==> config.mk <==
export PLATFORM = sky130hd
export DESIGN_NAME = keyword_tokenizer
export DESIGN_NICKNAME = d
export VERILOG_FILES = /design/src/rtl/tokenizer_pkg.sv /design/src/rtl/tok_fifo.sv /design/src/rtl/keyword_tokenizer.sv
export SDC_FILE = /design/constraint.sdc
export NUM_CORES = 1
export LEC_CHECK = 0
export CAP_MARGIN = 30
export CORE_MARGIN = 4
export CORE_UTILIZATION = 23
export DETAILED_ROUTE_END_ITERATION = 12
export MAX_ROUTING_LAYER = met4
export PLACE_DENSITY = 0.49
export SKIP_LAST_GASP = 1
export SLEW_MARGIN = 15
export SYNTH_ARGS = -nofsm -noshare
export SYNTH_HDL_FRONTEND = slang
export SYNTH_SLANG_ARGS = --single-unit
==> constraint.sdc <==
create_clock -name clk -period 3.9 [get_ports clk]
set_clock_uncertainty 0.15 [all_clocks]
set_input_delay 0.78 -clock clk [delete_from_list [all_inputs] [get_ports clk]]
set_output_delay 0.78 -clock clk [all_outputs]
set_load 0.05 [all_outputs]
==> src/rtl/tokenizer_pkg.sv <==
// tokenizer_pkg: token codes, ASCII constants and keyword matching helper for keyword_tokenizer.
package tokenizer_pkg;
  typedef enum logic [1:0] {TOK_OTHER = 2'b00, TOK_BEGIN = 2'b01, TOK_END = 2'b10} tok_type_t;
  typedef enum logic {S_IDLE, S_WORD} state_t;
  localparam logic [7:0] ASCII_SPACE = 8'h20;
  localparam logic [7:0] ASCII_TAB = 8'h09;
  localparam logic [7:0] ASCII_LF = 8'h0A;
  localparam logic [7:0] ASCII_CR = 8'h0D;
  localparam int KW_BEGIN_LEN = 5;
  localparam int KW_END_LEN = 3;
  // Keywords are left-aligned in 5 bytes so character i always sits at kw[39-8*i -: 8].
  localparam logic [39:0] KW_BEGIN_STR = "begin";
  localparam logic [39:0] KW_END_STR = {"end", 16'h0000};
  function automatic logic kw_hit(input logic [39:0] kw, input int kw_len, input logic [7:0] c,
                                  input int pos);
    logic h;
    h = 1'b0;
    for (int i = 0; i < 5; i++)
      if (i == pos && i < kw_len) h = ((c | 8'h20) == kw[39-8*i -: 8]);
    return h;
  endfunction
endpackage

==> src/rtl/tok_fifo.sv <==
// tok_fifo: synchronous show-ahead FIFO with async active-high reset; reads zero while empty.
module tok_fifo #(
  parameter int WIDTH = 10,
  parameter int DEPTH = 4
) (
  input  logic             clk,
  input  logic             reset,
  input  logic             push_i,
  input  logic             pop_i,
  input  logic [WIDTH-1:0] wr_data_i,
  output logic [WIDTH-1:0] rd_data_o,
  output logic             full_o,
  output logic             empty_o
);
  localparam int AW = $clog2(DEPTH);
  logic [WIDTH-1:0] mem_q [DEPTH];
  logic [AW-1:0] wr_q, rd_q;
  logic [AW:0] cnt_q;
  logic do_push, do_pop;
  assign full_o = cnt_q == (AW+1)'(DEPTH);
  assign empty_o = cnt_q == '0;
  assign do_push = push_i && !full_o;
  assign do_pop = pop_i && !empty_o;
  assign rd_data_o = empty_o ? '0 : mem_q[rd_q];
  always_ff @(posedge clk or posedge reset)
    if (reset) begin
      wr_q <= '0;
      rd_q <= '0;
      cnt_q <= '0;
    end else begin
      wr_q <= wr_q + AW'(do_push);
      rd_q <= rd_q + AW'(do_pop);
      cnt_q <= cnt_q + (AW+1)'(do_push) - (AW+1)'(do_pop);
    end
  always_ff @(posedge clk)
    if (do_push) mem_q[wr_q] <= wr_data_i;
endmodule

==> src/rtl/keyword_tokenizer.sv <==
// keyword_tokenizer: splits a byte stream into words, classifies BEGIN/END/OTHER, queues tokens.
// Define TOK_WS_DELIM_EN to make tab, LF and CR delimiters as well as space.
module keyword_tokenizer
  import tokenizer_pkg::*;
#(
  parameter int DEPTH = 4,
  parameter int LEN_W = 8
) (
  input  logic             clk,
  input  logic             reset,
  input  logic             in_valid,
  output logic             in_ready,
  input  logic [7:0]       in_char,
  input  logic             flush,
  output logic             tok_valid,
  input  logic             tok_ready,
  output logic [1:0]       tok_type,
  output logic [LEN_W-1:0] tok_len,
  output logic             overflow
);
  localparam logic [LEN_W-1:0] LEN_MAX = '1;
  localparam logic [LEN_W-1:0] LEN_ONE = LEN_W'(1);
  state_t state_q, state_d;
  logic [LEN_W-1:0] len_q, len_d;
  logic b_ok_q, b_ok_d, e_ok_q, e_ok_d, ovf_q, ovf_d;
  logic full, empty, delim, acc, grow, idle, sat, active, push;
  int pos;
  tok_type_t ty;
  logic [LEN_W+1:0] rd_data;
`ifdef TOK_WS_DELIM_EN
  assign delim = in_char inside {ASCII_SPACE, ASCII_TAB, ASCII_LF, ASCII_CR};
`else
  assign delim = in_char == ASCII_SPACE;
`endif
  assign in_ready = !reset && !full;
  assign acc = in_valid && in_ready;
  assign grow = acc && !delim;
  assign idle = state_q == S_IDLE;
  assign tok_valid = !empty;
  assign tok_type = rd_data[LEN_W +: 2];
  assign tok_len = rd_data[LEN_W-1:0];
  assign overflow = ovf_q;
  // The byte is folded into the word first; a delimiter or flush then closes it on the same edge.
  always_comb begin
    sat = grow && !idle && len_q == LEN_MAX;
    pos = idle ? 0 : int'(len_q);
    len_d = !grow ? len_q : idle ? LEN_ONE : sat ? len_q : len_q + LEN_ONE;
    b_ok_d = grow ? (idle || b_ok_q) && !sat && kw_hit(KW_BEGIN_STR, KW_BEGIN_LEN, in_char, pos) : b_ok_q;
    e_ok_d = grow ? (idle || e_ok_q) && !sat && kw_hit(KW_END_STR, KW_END_LEN, in_char, pos) : e_ok_q;
    ovf_d = ovf_q || sat;
    active = grow || !idle;
    push = active && ((acc && delim) || flush) && !full;
    state_d = push ? S_IDLE : active ? S_WORD : S_IDLE;
    ty = (b_ok_d && int'(len_d) == KW_BEGIN_LEN) ? TOK_BEGIN :
         (e_ok_d && int'(len_d) == KW_END_LEN) ? TOK_END : TOK_OTHER;
  end
  always_ff @(posedge clk or posedge reset)
    if (reset) begin
      state_q <= S_IDLE;
      len_q <= '0;
      b_ok_q <= 1'b0;
      e_ok_q <= 1'b0;
      ovf_q <= 1'b0;
    end else begin
      state_q <= state_d;
      len_q <= len_d;
      b_ok_q <= b_ok_d;
      e_ok_q <= e_ok_d;
      ovf_q <= ovf_d;
    end
  tok_fifo #(.WIDTH(LEN_W + 2), .DEPTH(DEPTH)) u_fifo (
    .clk(clk),
    .reset(reset),
    .push_i(push),
    .pop_i(tok_ready),
    .wr_data_i({ty, len_d}),
    .rd_data_o(rd_data),
    .full_o(full),
    .empty_o(empty)
  );
endmodule
Word-level counts from Yosys, hierarchy flattened
Memories as Yosys holds them, arrays and structs flattened.
Index checks and enable logic that the tools add are counted.
- flip-flop bits (word level): 19
- logic and storage cells: 79
- RAM bits: 40
- latch bits: 0
- memories kept: 1
- bits in read-only memories: 0
- output and inout bits: 13
- multiplexer cells: 21
- equal/unequal tests: 15
- $add $sub $neg: 5
- bitwise operators: 1
- multiply operators: 0
- magnitude comparators: 0
- shift operators: 0
- div/mod/pow operators: 0
- reduce and logical (&&, ||, !) cells: 28
- memory list (name ; depth ; bits a word ; rd ports ; clocked after memory_dff ; wr ports ; RTL line ; source):
    u_fifo.mem_q ; 4 ; 10 ; 1 ; 0 ; 1 ; tok_fifo.sv:16 ; logic [WIDTH-1:0] mem_q [DEPTH];
- operator list (cell ; count):
    equality test 7 x 6 -> 1 bit, second input constant ; 6
    logical NOT 32 bit ; 1
    two-way mux 8 bit ; 4
    equality test 2 x 8 -> 1 bit, first input constant ; 2
    logical AND 1 bit ; 16
    two-way mux 1 bit ; 14
    two-way mux 10 bit ; 1
    adder 8 x 1 -> 8 bit, second input constant ; 1
    equality test 1 x 8 -> 1 bit, first input constant ; 1
    equality test 3 x 8 -> 1 bit, first input constant ; 1
    equality test 8 x 3 -> 1 bit, second input constant ; 1
    equality test 8 x 4 -> 1 bit, second input constant ; 1
    equality test 8 x 6 -> 1 bit, second input constant ; 1
    equality test 8 bit, second input constant ; 1
    logical NOT 1 bit ; 5
    logical OR 1 bit ; 5
    adder 2 x 1 -> 2 bit ; 2
    two-way mux 2 bit ; 2
    adder 3 x 1 -> 3 bit ; 1
    equality test 3 bit, second input constant ; 1
    logical NOT 3 bit ; 1
    subtractor 3 x 1 -> 3 bit ; 1
    NOT 1 bit ; 1

Depth between registers and ports, before layout
Gate-level depths: netlist of run 1.
- depth after elaboration: 14
- depth in mapped cells: 9

Cells and area by module
From an unflattened synthesis of run 1, not the netlist that was laid out.
- cell total of the unflattened synthesis: 216
- area, all modules: 2960.3 um2
- modules (own cells, without submodules) (module ; cells each ; seq. area each (um2) ; area an instance (um2) ; times used):
    tok_fifo ; 93 ; 1376.3 ; 1864.3 ; 1
    keyword_tokenizer ; 123 ; 300.3 ; 1096.1 ; 1

Least setup slack after synthesis of run 1
No wires, ideal clock.
- kind: input to register
- start point: in in_char[4]
- end point: reg u_fifo.cnt_q[2]
- cell stages on the path: 9
- data arrival time: 2.641 ns
- required time: 3.627 ns
- setup slack: 0.986 ns
- cells stage by stage: or4_1 -> o211ai_1 -> o21ai_0 -> nand2_1 -> inv_1 -> ha_1 -> fa_1 -> xor2_1 -> xnor2_1
- word-level cells in the longest chain between the ends: 9
- elaborated cells between the ends (all ways): 11
- RTL lines (item ; RTL line ; source):
    start, declared ; keyword_tokenizer.sv:13 ; input logic [7:0] in_char,
    equality test 8 x 6 -> 1 bit * ; keyword_tokenizer.sv:33 ; assign delim = in_char == ASCII_SPACE;
    logical NOT 1 bit ; keyword_tokenizer.sv:37 ; assign grow = acc && !delim;
    logical AND 1 bit ; keyword_tokenizer.sv:37 ;
    logical OR 1 bit ; keyword_tokenizer.sv:51 ; active = grow || !idle;
    logical AND 1 bit * (2 in a row) ; keyword_tokenizer.sv:52 ; push = active && ((acc && delim) || flush) && !full;
    logical AND 1 bit * ; tok_fifo.sv:22 ; assign do_push = push_i && !full_o;
    adder 3 x 1 -> 3 bit * ; tok_fifo.sv:33 ; cnt_q <= cnt_q + (AW+1)'(do_push) - (AW+1)'(do_pop);
    subtractor 3 x 1 -> 3 bit * ; tok_fifo.sv:33 ;
    end signal, assigned ; tok_fifo.sv:33 ;
    end, declared ; tok_fifo.sv:18 ; logic [AW:0] cnt_q;
Every way passes the cells marked *; elsewhere a longest branch is shown, timed or not.

Worst setup path in the final report of run 1
- start point: reg u_fifo.rd_q[0]
- end point: out tok_type[0]
- word-level cells in the longest chain between the ends: 2
- RTL lines (item ; RTL line ; source):
    start, declared ; tok_fifo.sv:17 ; logic [AW-1:0] wr_q, rd_q;
    start signal, assigned ; tok_fifo.sv:32 ; rd_q <= rd_q + AW'(do_pop);
    memory (4 x 10 bit) ; - ;
    two-way mux 10 bit ; tok_fifo.sv:24 ; assign rd_data_o = empty_o ? '0 : mem_q[rd_q];
    end, declared ; keyword_tokenizer.sv:17 ; output logic [1:0] tok_type,
Every way passes these cells.

==> results of run 1 <==
-- cells in the mapped netlist, drive strengths merged, types with 4 or more instances --
cell type,instances
nor3b,4
inv,14
a21oi,8
o21ai,8
nor2,9
o31ai,4
edfxtp,40
ha,5
nor3,9
dfrtp,19
nor2b,13
a22o,4
mux4,10
clkbuf,9
nand4,4
nand2,12
-- routing by layer --
metal  part of all wire, %  GRT usage, %  vias to the layer above
met5                     0             -                        -
met4                  0.96          4.08                        0
met3                   2.8          2.01                        2
met2                    48          14.5                       39
met1                    48          12.3                      917
li1                      -             -                      915
-- cell families after synthesis --
family,share of synthesized area [%]
AO/OA/AOI/OAI,11.5
adder cells (fa/ha/maj),2.85
AND/OR/NAND/NOR,14.6
flip-flops,57.9
multiplexers,8.47
buffers and inverters,3.15
XOR/XNOR,1.51
-- layout by cell type, fill, tap and decap left out, types with 3 or more instances in the layout --
master,instances
mux4_2,10
nand2_1,12
nand4_1,4
edfxtp_1,40
nand3_1,3
dfrtp_1,19
o31ai_1,3
xor2_1,3
ha_1,5
a21oi_1,7
nor3_1,8
a22o_1,4
inv_1,14
clkbuf_16,9
nor2b_1,13
nor3b_1,4
clkdlybuf4s50_1,24
bufinv_16,3
o21ai_0,8
buf_4,10
nor2_1,9
-- registers in the layout (all words and copies together) (netlist names) --
signal	flops
u_fifo.mem_q	40
u_fifo.wr_q	2
u_fifo.rd_q	2
overflow	1
state_q	1
u_fifo.cnt_q	3
b_ok_q	1
e_ok_q	1
len_q	8
-- how the worst max path moves through the flow --
stage,from,endpoint,slack (ps)
after CTS,u_fifo.rd_q[0],tok_len[6],390
after detailed placement,in_char[1],u_fifo.mem_q[0][8],190
after floorplan,in_char[4],u_fifo.cnt_q[2],990
final,u_fifo.rd_q[0],tok_type[0],460
after global placement,in_char[1],u_fifo.mem_q[0][8],240
after global routing,u_fifo.rd_q[0],tok_type[0],320
-- layout make-up --
cell class,instances,area [um^2],share of cell area (%)
flip-flops and latches,59,1680,44.9
multi-input cells,137,1130,30.2
repair buffers,34,315,8.45
clock buffers,9,225,6.04
well taps,168,210,5.63
clock inverters,7,124,3.32
inverters,14,52.6,1.41
-- power groups by stage --
| stage | Combinational (mW) | Clock (mW) | Sequential (mW) |
|---|---|---|---|
| 2_1_floorplan | 0.772 | 0 | 0.853 |
| 3_3_place_gp | 1.00 | 0 | 0.939 |
| 3_5_place_dp | 1.02 | 0 | 0.942 |
| 4_1_cts | 1.02 | 0.928 | 0.931 |
| 5_1_grt | 1.07 | 0.968 | 0.956 |
| 6_report | 0.996 | 0.919 | 0.928 |
-- stage by stage --
step / hold slack (ps) / setup WS, ps / utilization [%] / cell area, um^2 / instances
final: 340 / 459 / 30.7 / 3730 / 428
after global routing: 350 / 318 / 30.7 / 3730 / 428
after CTS: 344 / 390 / 30.7 / 3730 / 428
after detailed placement: 332 / 187 / 27.8 / 3380 / 412
after global placement: 319 / 242 / 27.8 / 3380 / 412
after floorplan: 312 / 986 / - / 2900 / 220
-- worst reg2reg max path, cell delays in order (launching register included) --
cell     delay [ps]
dfrtp_1         550
ha_1            280
nand4_1         160
nor2_1          560
o21ai_0         210
a21oi_2         380
nand2_1          90
nor3b_1         430
==> flow_summary.toml, run 1 <==
[status]
status = "finished, final reports clean"

[floorplan]
coreArea_um2 = 12200
die_area_um2 = 14400
ioPinCount = 26
fp.dieH_um = 120
start_util_pct = 23.8
die_w_um = 120
rows = 40

[sta]
slew_viol_final = 0
final.setup.tns_ps = 0
fmax_ghz = 0.291
hold_viol = 0
min_period_ps = 3440
rsz0062_at_grt = "no"
finalCritPeriodShare_pct = 88.2
setup_viol = 0
relSlewSlack_pct = 55.9
worst_pin_slew_ps = 660

[final_layout]
layout.nets = 274
fillers = 1224
area_delta_synth_final_pct = 28.9
n_antenna_cell = 0
final_layout_size_suffix_gt1_share_pct = 18.8

[pwr]
power_frac_seq_pct = 32.7
p_sw_share_pct = 35.5
clkPwrFrac_pct = 32.3
fin_total_pwr_mw = 2.84
power_frac_comb_pct = 35.0
p_switching_mw = 1.01
irDropWorstVdd_mv = 0.255
cellPowerDensity_nw_per_um2 = 762
p_leak_nw = 1.34
p_int_mw = 1.83

[routing]
vias = 1873
first_iter_violations = 109
viasPerCell = 4.38
drt-pass1-iter-count = 4
ant_nets = 0
drt-total-wl_mm = 6.34
drc = 0
wire_per_inst_um = 14.8

[grt]
grt_pass1_wl_mm = 10.4
grt_pass1_vias = 1913
grtUsageTotal_pct = 9.51
grt_overflow = 0
grt_max_degree = 21
antenna_found_initial = 0

[yosys]
yosysSeqAreaShare_pct = 57.9
synthTopCellsByArea = "edfxtp_1 41%, dfrtp_1 16%, mux4_2 7.8%, nor2b_1 2.8%, ha_1 2.2%"
yosys.area.top_type = "edfxtp_1"
async_flop_share_pct = 32.2
synth_seq_cells = 59
syn_nets = 239
synthesis.area_um2 = 2900
synth_ff_type = "edfxtp_1"
synth_top_area_share_pct = 41.5
synth_cells = 220
synth_cell_types = 53
ys_warn_count = 0
synth-edff-count = 40
synth.avg_cell_area_um2 = 13.2

[clocking]
htreeDepth = 3
clock_latency_ps = 320
clock-root-buffer = "clkbuf_16"
post_cts_resized = 0
cts_buffers = 9
path_clk_slew_ps = 50
cts_tree = "yes"
clock-sinks = 59
cts_max_path_buffers = 2
cts_setup_buffers = 0
ctsHoldBuffers = 0

[worst_setup_path]
critical_path.endpoint_type = "output pin"
slowest_delay_ps = 690
startpoint_type = "flop"
cp_slowest_cell = "clkdlybuf4s50_1"
required_ps = 2970
crit_buf_inv = 2
crit_type = "reg2out"
ff2ff_path_depth = 7
r2r_slack_ps = 820
crit_path_max_fanout = 6
crit_path_cell_trace = "buf_4 > mux4_2 > nor2b_1 > clkdlybuf4s50_1"
arrival_ps = 2510
cpLargestDelayFamily = "buffers and inverters"
reg2reg_to = "u_fifo.mem_q[1][8]"
critical_path_depth = 4
r2r_start = "len_q[0]"

[place]
portBuffers = 25
dpl.hpwl_mm = 4.45
finalWeightedCongestion = 0.761

[min_path]
hold-path-cell-count = 1
hold_class = "reg2reg"
worstHoldEndpoint = "overflow"
min_from = "overflow"

[flow_run]
max_cap_violations = 0
Note: power is estimated with default switching activity, not from simulation.
==> run 2, diff against run 1 <==
--- a/config.mk
+++ b/config.mk
@@ -10,7 +10,7 @@
 export CORE_UTILIZATION = 23
 export DETAILED_ROUTE_END_ITERATION = 12
 export MAX_ROUTING_LAYER = met4
-export PLACE_DENSITY = 0.49
+export PLACE_DENSITY = 0.5
 export SKIP_LAST_GASP = 1
 export SLEW_MARGIN = 15
 export SYNTH_ARGS = -nofsm -noshare
==> constraint.sdc (replaced) <==
create_clock -name clk -period 2.94 [get_ports clk]
set_clock_uncertainty 0.15 [all_clocks]
set_input_delay 0.588 -clock clk [delete_from_list [all_inputs] [get_ports clk]]
set_output_delay 0.588 -clock clk [all_outputs]
set_load 0.05 [all_outputs]
==> flow_summary.toml, run 2 (synthesis gave the netlist of run 1 again) <==
[clocking]
cts_tree = "yes"
path_clk_slew_ps = 50
clock-sinks = 59
htreeDepth = 3
cts_max_path_buffers = 2
cts_buffers = 9
ctsHoldBuffers = 0
clock_latency_ps = 320
clock-root-buffer = "clkbuf_16"

[pwr]
irDropWorstVdd_mv = 0.223
p_leak_nw = 1.47
cellPowerDensity_nw_per_um2 = 928
fin_total_pwr_mw = 3.64

[sta]
hold_viol = 0
worst_pin_slew_ps = 535
fmax_ghz = 0.352
relSlewSlack_pct = 64.3
fin_ws_ps = 97.3
worst_hold_slack_ps = 328
slew_viol_final = 0
setup_viol = 0
rsz0062_at_grt = "yes"
min_period_ps = 2840
final.setup.tns_ps = 0
finalCritPeriodShare_pct = 96.7

[routing]
drt-total-wl_mm = 6.59
first_iter_violations = 126
viasPerCell = 4.41
top_layer = "met4"
wl_met3_um = 237
drt-pass1-iter-count = 4
detailroute.wirelength.met2_mm = 3.13
ant_nets = 0
wire_per_inst_um = 14.4
vias = 2019
drc = 0
m1WireLength_mm = 3.11

[worst_setup_path]
r2r_slack_ps = 340
crit_path_max_fanout = 6
ff2ff_path_depth = 6
startpoint_type = "primary input"
arrival_ps = 2810
required_ps = 2910
crit_type = "in2reg"
critical_path.endpoint_type = "flop"

[floorplan]
rows = 40
coreArea_um2 = 12200
fp.dieH_um = 120
die_w_um = 120
ioPinCount = 26
start_util_pct = 23.8
die_area_um2 = 14400

[final_layout]
multi_input_area_um2 = 1160
layout_common_cells = "49 x buf_4, 40 x edfxtp_1, 19 x dfrtp_1"
largest_registers = "u_fifo.mem_q (40), len_q (8), u_fifo.cnt_q (3)"
regMostFlops = "u_fifo.mem_q"
final_cell_area_um2 = 3920
instances_no_fill = 458
layout.nets = 304
final_common_cell = "buf_4"
seqCellArea_um2 = 1680
fin_util_pct = 32.2
fillers = 1233
area_delta_synth_final_pct = 35.4
largest_reg_flops = 40
final_layout_size_suffix_gt1_share_pct = 31.7
n_antenna_cell = 0

[place]
dp_cells = 439
portBuffers = 25
dpl_worst_slack_ps = -412
placed_area_um2 = 3580
dpl.hpwl_mm = 4.62
finalWeightedCongestion = 0.862

[min_path]
hold-path-cell-count = 1
hold_class = "reg2reg"

[grt]
grt_pass1_wl_mm = 11.0
grt_overflow = 0
grtUsageTotal_pct = 9.99
grt_pass1_vias = 2085
grt_max_degree = 20
antenna_found_initial = 0

[status]
status = "finished, final reports clean"

[flow_run]
max_cap_violations = 0
run 2: what timing repair did:
action                     4_1_cts  5_1_grt
setup endpoints to repair        8        9
pin swaps                        0        5
setup buffers                    0        3
resized for setup                2        5
run 2: critical path, stage by stage:
cell             delay, ps
clkdlybuf4s50_1        450
buf_4                  170
or4b_2                 680
a32oi_1                190
o211ai_1               110
a21oi_1                160
a211o_1                180
nor3b_2                280
run 2: path summary, 6_finish.rpt:
| path | to | from |
|---|---|---|
| max in group asynchronous | len_q[4] | reset |
| min in group asynchronous | u_fifo.cnt_q[2] | reset |
| max | u_fifo.mem_q[0][8] | in_char[2] |
| min reg2reg | overflow | overflow |
| max reg2reg | u_fifo.mem_q[1][9] | len_q[4] |
| min | overflow | overflow |
run 2: power breakdown:
part           switching (mW)  total (mW)  leakage, nW  internal [mW]
sequential              0.128        1.18        0.612           1.05
combinational           0.855        1.46        0.721          0.602
clock                   0.353        1.00        0.140          0.647
run 2: layout make-up:
class / count / share of cell area [%]
inverters: 14 / 1.34
repair buffers: 64 / 13.7
well taps: 168 / 5.36
multi-input cells: 137 / 29.5
clock buffers: 10 / 5.84
clock inverters: 6 / 1.44
flip-flops and latches: 59 / 42.8
run 2: routing by layer:
layer	vias to the layer above	global-route usage, %
met3	7	2.25
met2	41	15.6
met1	993	12.6
li1	978	-
met4	0	4.08
met5	-	-
==> run 3, diff against run 2 <==
--- a/config.mk
+++ b/config.mk
@@ -5,6 +5,7 @@
 export SDC_FILE = /design/constraint.sdc
 export NUM_CORES = 1
 export LEC_CHECK = 0
+export ABC_AREA = 1
 export CAP_MARGIN = 30
 export CORE_MARGIN = 4
 export CORE_UTILIZATION = 23
==> flow_summary.toml, run 3 <==
[yosys]
async_flop_share_pct = 32.2
synth.most_common_cell = "nor2_1"
synth_mux_area_share_pct = 0
synth-edff-count = 40
synth_cells = 342
syn_nets = 361
synth.avg_cell_area_um2 = 9.15
synth_cell_types = 37
synth_top_family_by_area = "simple AND/OR/NAND/NOR gates"
synth_ff_type = "edfxtp_1"
synth_seq_cells = 59
synth_top_area_share_pct = 38.4
synth_top_cells_by_count = "71 x nor2_1, 61 x nand2_1, 41 x inv_1"
synth_compound_area_share_pct = 9.24
ys_warn_count = 0
yosys.area.top_type = "edfxtp_1"
yosysSeqAreaShare_pct = 53.6
yosys.area_share.adder_pct = 2.64
synthesis.area_um2 = 3130
synthTopCellsByArea = "edfxtp_1 38%, dfrtp_1 15%, nor2_1 8.5%, nand2_1 7.3%, inv_1 4.9%"
synth_xor_area_share_pct = 1.40
synthSimpleGateAreaFrac_pct = 25.9

[clocking]
cts_setup_buffers = 0
clock_latency_ps = 320
htreeDepth = 3
cts_tree = "yes"
clock-sinks = 59
cts_max_path_buffers = 2
post_cts_resized = 0
cts_buffers = 9
path_clk_slew_ps = 60
clock-root-buffer = "clkbuf_16"
ctsHoldBuffers = 0

[floorplan]
coreArea_um2 = 13300
rows = 42
start_util_pct = 23.5
ioPinCount = 26
die_area_um2 = 15500
die_w_um = 125
fp.dieH_um = 125

[grt]
grt_use_met2_pct = 15.2
grtUsageTotal_pct = 9.63
antenna_found_initial = 0
grt_overflow = 0
busiest_layer = "met2"
grt_pass1_vias = 2348
grt_max_degree = 21
grt_use_met1_pct = 11.6
grt_pass1_wl_mm = 11.8
use_met3_pct = 2.49

[final_layout]
final_layout_size_suffix_gt1_share_pct = 18.5
largest_reg_flops = 40
n_antenna_cell = 0
layout_common_cells = "71 x nor2_1, 61 x nand2_1, 41 x inv_1"
largest_registers = "u_fifo.mem_q (40), len_q (8), u_fifo.cnt_q (3)"
seqCellArea_um2 = 1680
area_delta_synth_final_pct = 32.2
instances_no_fill = 565
final_common_cell = "nor2_1"
regMostFlops = "u_fifo.mem_q"
multi_input_area_um2 = 1230
layout.nets = 403
fillers = 1383
final_cell_area_um2 = 4140

[pwr]
p_switching_mw = 1.72
power_frac_comb_pct = 45.1
fin_total_pwr_mw = 4.47
irDropWorstVdd_mv = 0.429
cellPowerDensity_nw_per_um2 = 1080
p_int_mw = 2.75
power_frac_seq_pct = 27.9
p_sw_share_pct = 38.5
clkPwrFrac_pct = 27.0
p_leak_nw = 1.78

[routing]
ant_nets = 0
vias = 2292
first_iter_violations = 123
viasPerCell = 4.06
drc = 0
wire_per_inst_um = 12.0
drt-pass1-iter-count = 4
drt-total-wl_mm = 6.78

[worst_setup_path]
crit_path_cell_trace = "buf_4 > nor2_1 > nor2_1 > o21ai_0 > a21oi_1 > buf_12"
required_ps = 2200
cp_slowest_cell = "dfrtp_1"
arrival_ps = 1840
slowest_delay_ps = 580
crit_start = "u_fifo.rd_q[0]"
cpLargestDelayFamily = "flip-flops"
cp_common_cell = "nor2_1"
crit_type = "reg2out"
crit_buf_inv = 2
r2r_start = "len_q[0]"
crit_path_max_fanout = 11
startpoint_type = "flop"
critical_path.endpoint_type = "output pin"

[sta]
min_period_ps = 2580
slew_viol_final = 0
rsz0062_at_grt = "no"
setup_viol = 0
hold_viol = 0
worst_pin_slew_ps = 529
finalCritPeriodShare_pct = 87.6
fmax_ghz = 0.388
relSlewSlack_pct = 64.7
final.setup.tns_ps = 0
fin_ws_ps = 365

[min_path]
min_from = "overflow"
hold_class = "reg2reg"

[place]
portBuffers = 25
dp_cells = 549
finalWeightedCongestion = 0.776
dpl.hpwl_mm = 4.77
placed_area_um2 = 3790
dpl_worst_slack_ps = 77.3

[flow_run]
max_cap_violations = 0

[status]
status = "finished, final reports clean"
==> run 3: changes by cell type after synthesis, moves of 10 or more <==
cell     previous run  this run
inv_1              14        41
mux4_2             10         0
o21ai_0             8        22
nor2_1              9        71
nor2b_1            13         0
nand3_1             3        14
nand2_1            12        61
==> run 3: power by group through the flow <==
stage	combinational, mW	clock [mW]	sequential (mW)
after floorplan	1.24	0	1.18
after global placement	2.04	0	1.27
after detailed placement	2.05	0	1.26
after CTS	2.05	1.24	1.25
after global routing	2.21	1.28	1.27
final	2.02	1.21	1.25
==> run 3: final cells by class <==
cell class | count | share of cell area, %
clock inverter | 7 | 3.02
inverter | 46 | 4.30
tap | 176 | 5.32
timing repair buffer | 40 | 11.7
clock buffer | 9 | 5.44
sequential | 59 | 40.5
multi-input combinational | 228 | 29.6
==> run 3: per-layer routing <==
metal,routed length [um],vias up
met2,3300,31
met4,102,0
met3,172,7
met5,0,-
met1,3200,1053
li1,-,1201
==> run 3: path summary, 6_finish.rpt <==
| check | end | slack [ps] | cells past startpoint |
|---|---|---|---|
| worst max-delay path | tok_type[0] | 360 | 6 |
| worst min register to register | overflow | 350 | 1 |
| worst min-delay path | overflow | 350 | 1 |
| min in group asynchronous | u_fifo.cnt_q[2] | 530 | 3 |
| max in group asynchronous | len_q[5] | 1890 | 3 |
| worst max register to register | u_fifo.mem_q[3][9] | 660 | 11 |
==> run 3: kinds of logic after synthesis <==
| logic type | after synthesis |
|---|---|
| AND/OR/NAND/NOR | 171 |
| AO/OA/AOI/OAI | 46 |
| buffers and inverters | 55 |
| adder cells (fa/ha/maj) | 6 |
| XOR/XNOR | 5 |
| flip-flops | 59 |
==> run 3: through the flow <==
step                utilization, %  hold WS [ps]
finish                        31.1           355
detailed placement            28.5           341
floorplan                        -           314
global placement              28.5           359
global route                  31.1           381
CTS                           31.1           359
==> run 3: worst register-to-register path: stages (launching register included) <==
cell     delay, ps
dfrtp_1        530
ha_1           300
nand2_4        100
nor2_4         130
nand3_4        120
o21ai_2        150
nand2_1         80
nand2_2        140
inv_1           50
nor2_1          90
nand2_1         50
nor2_1         200
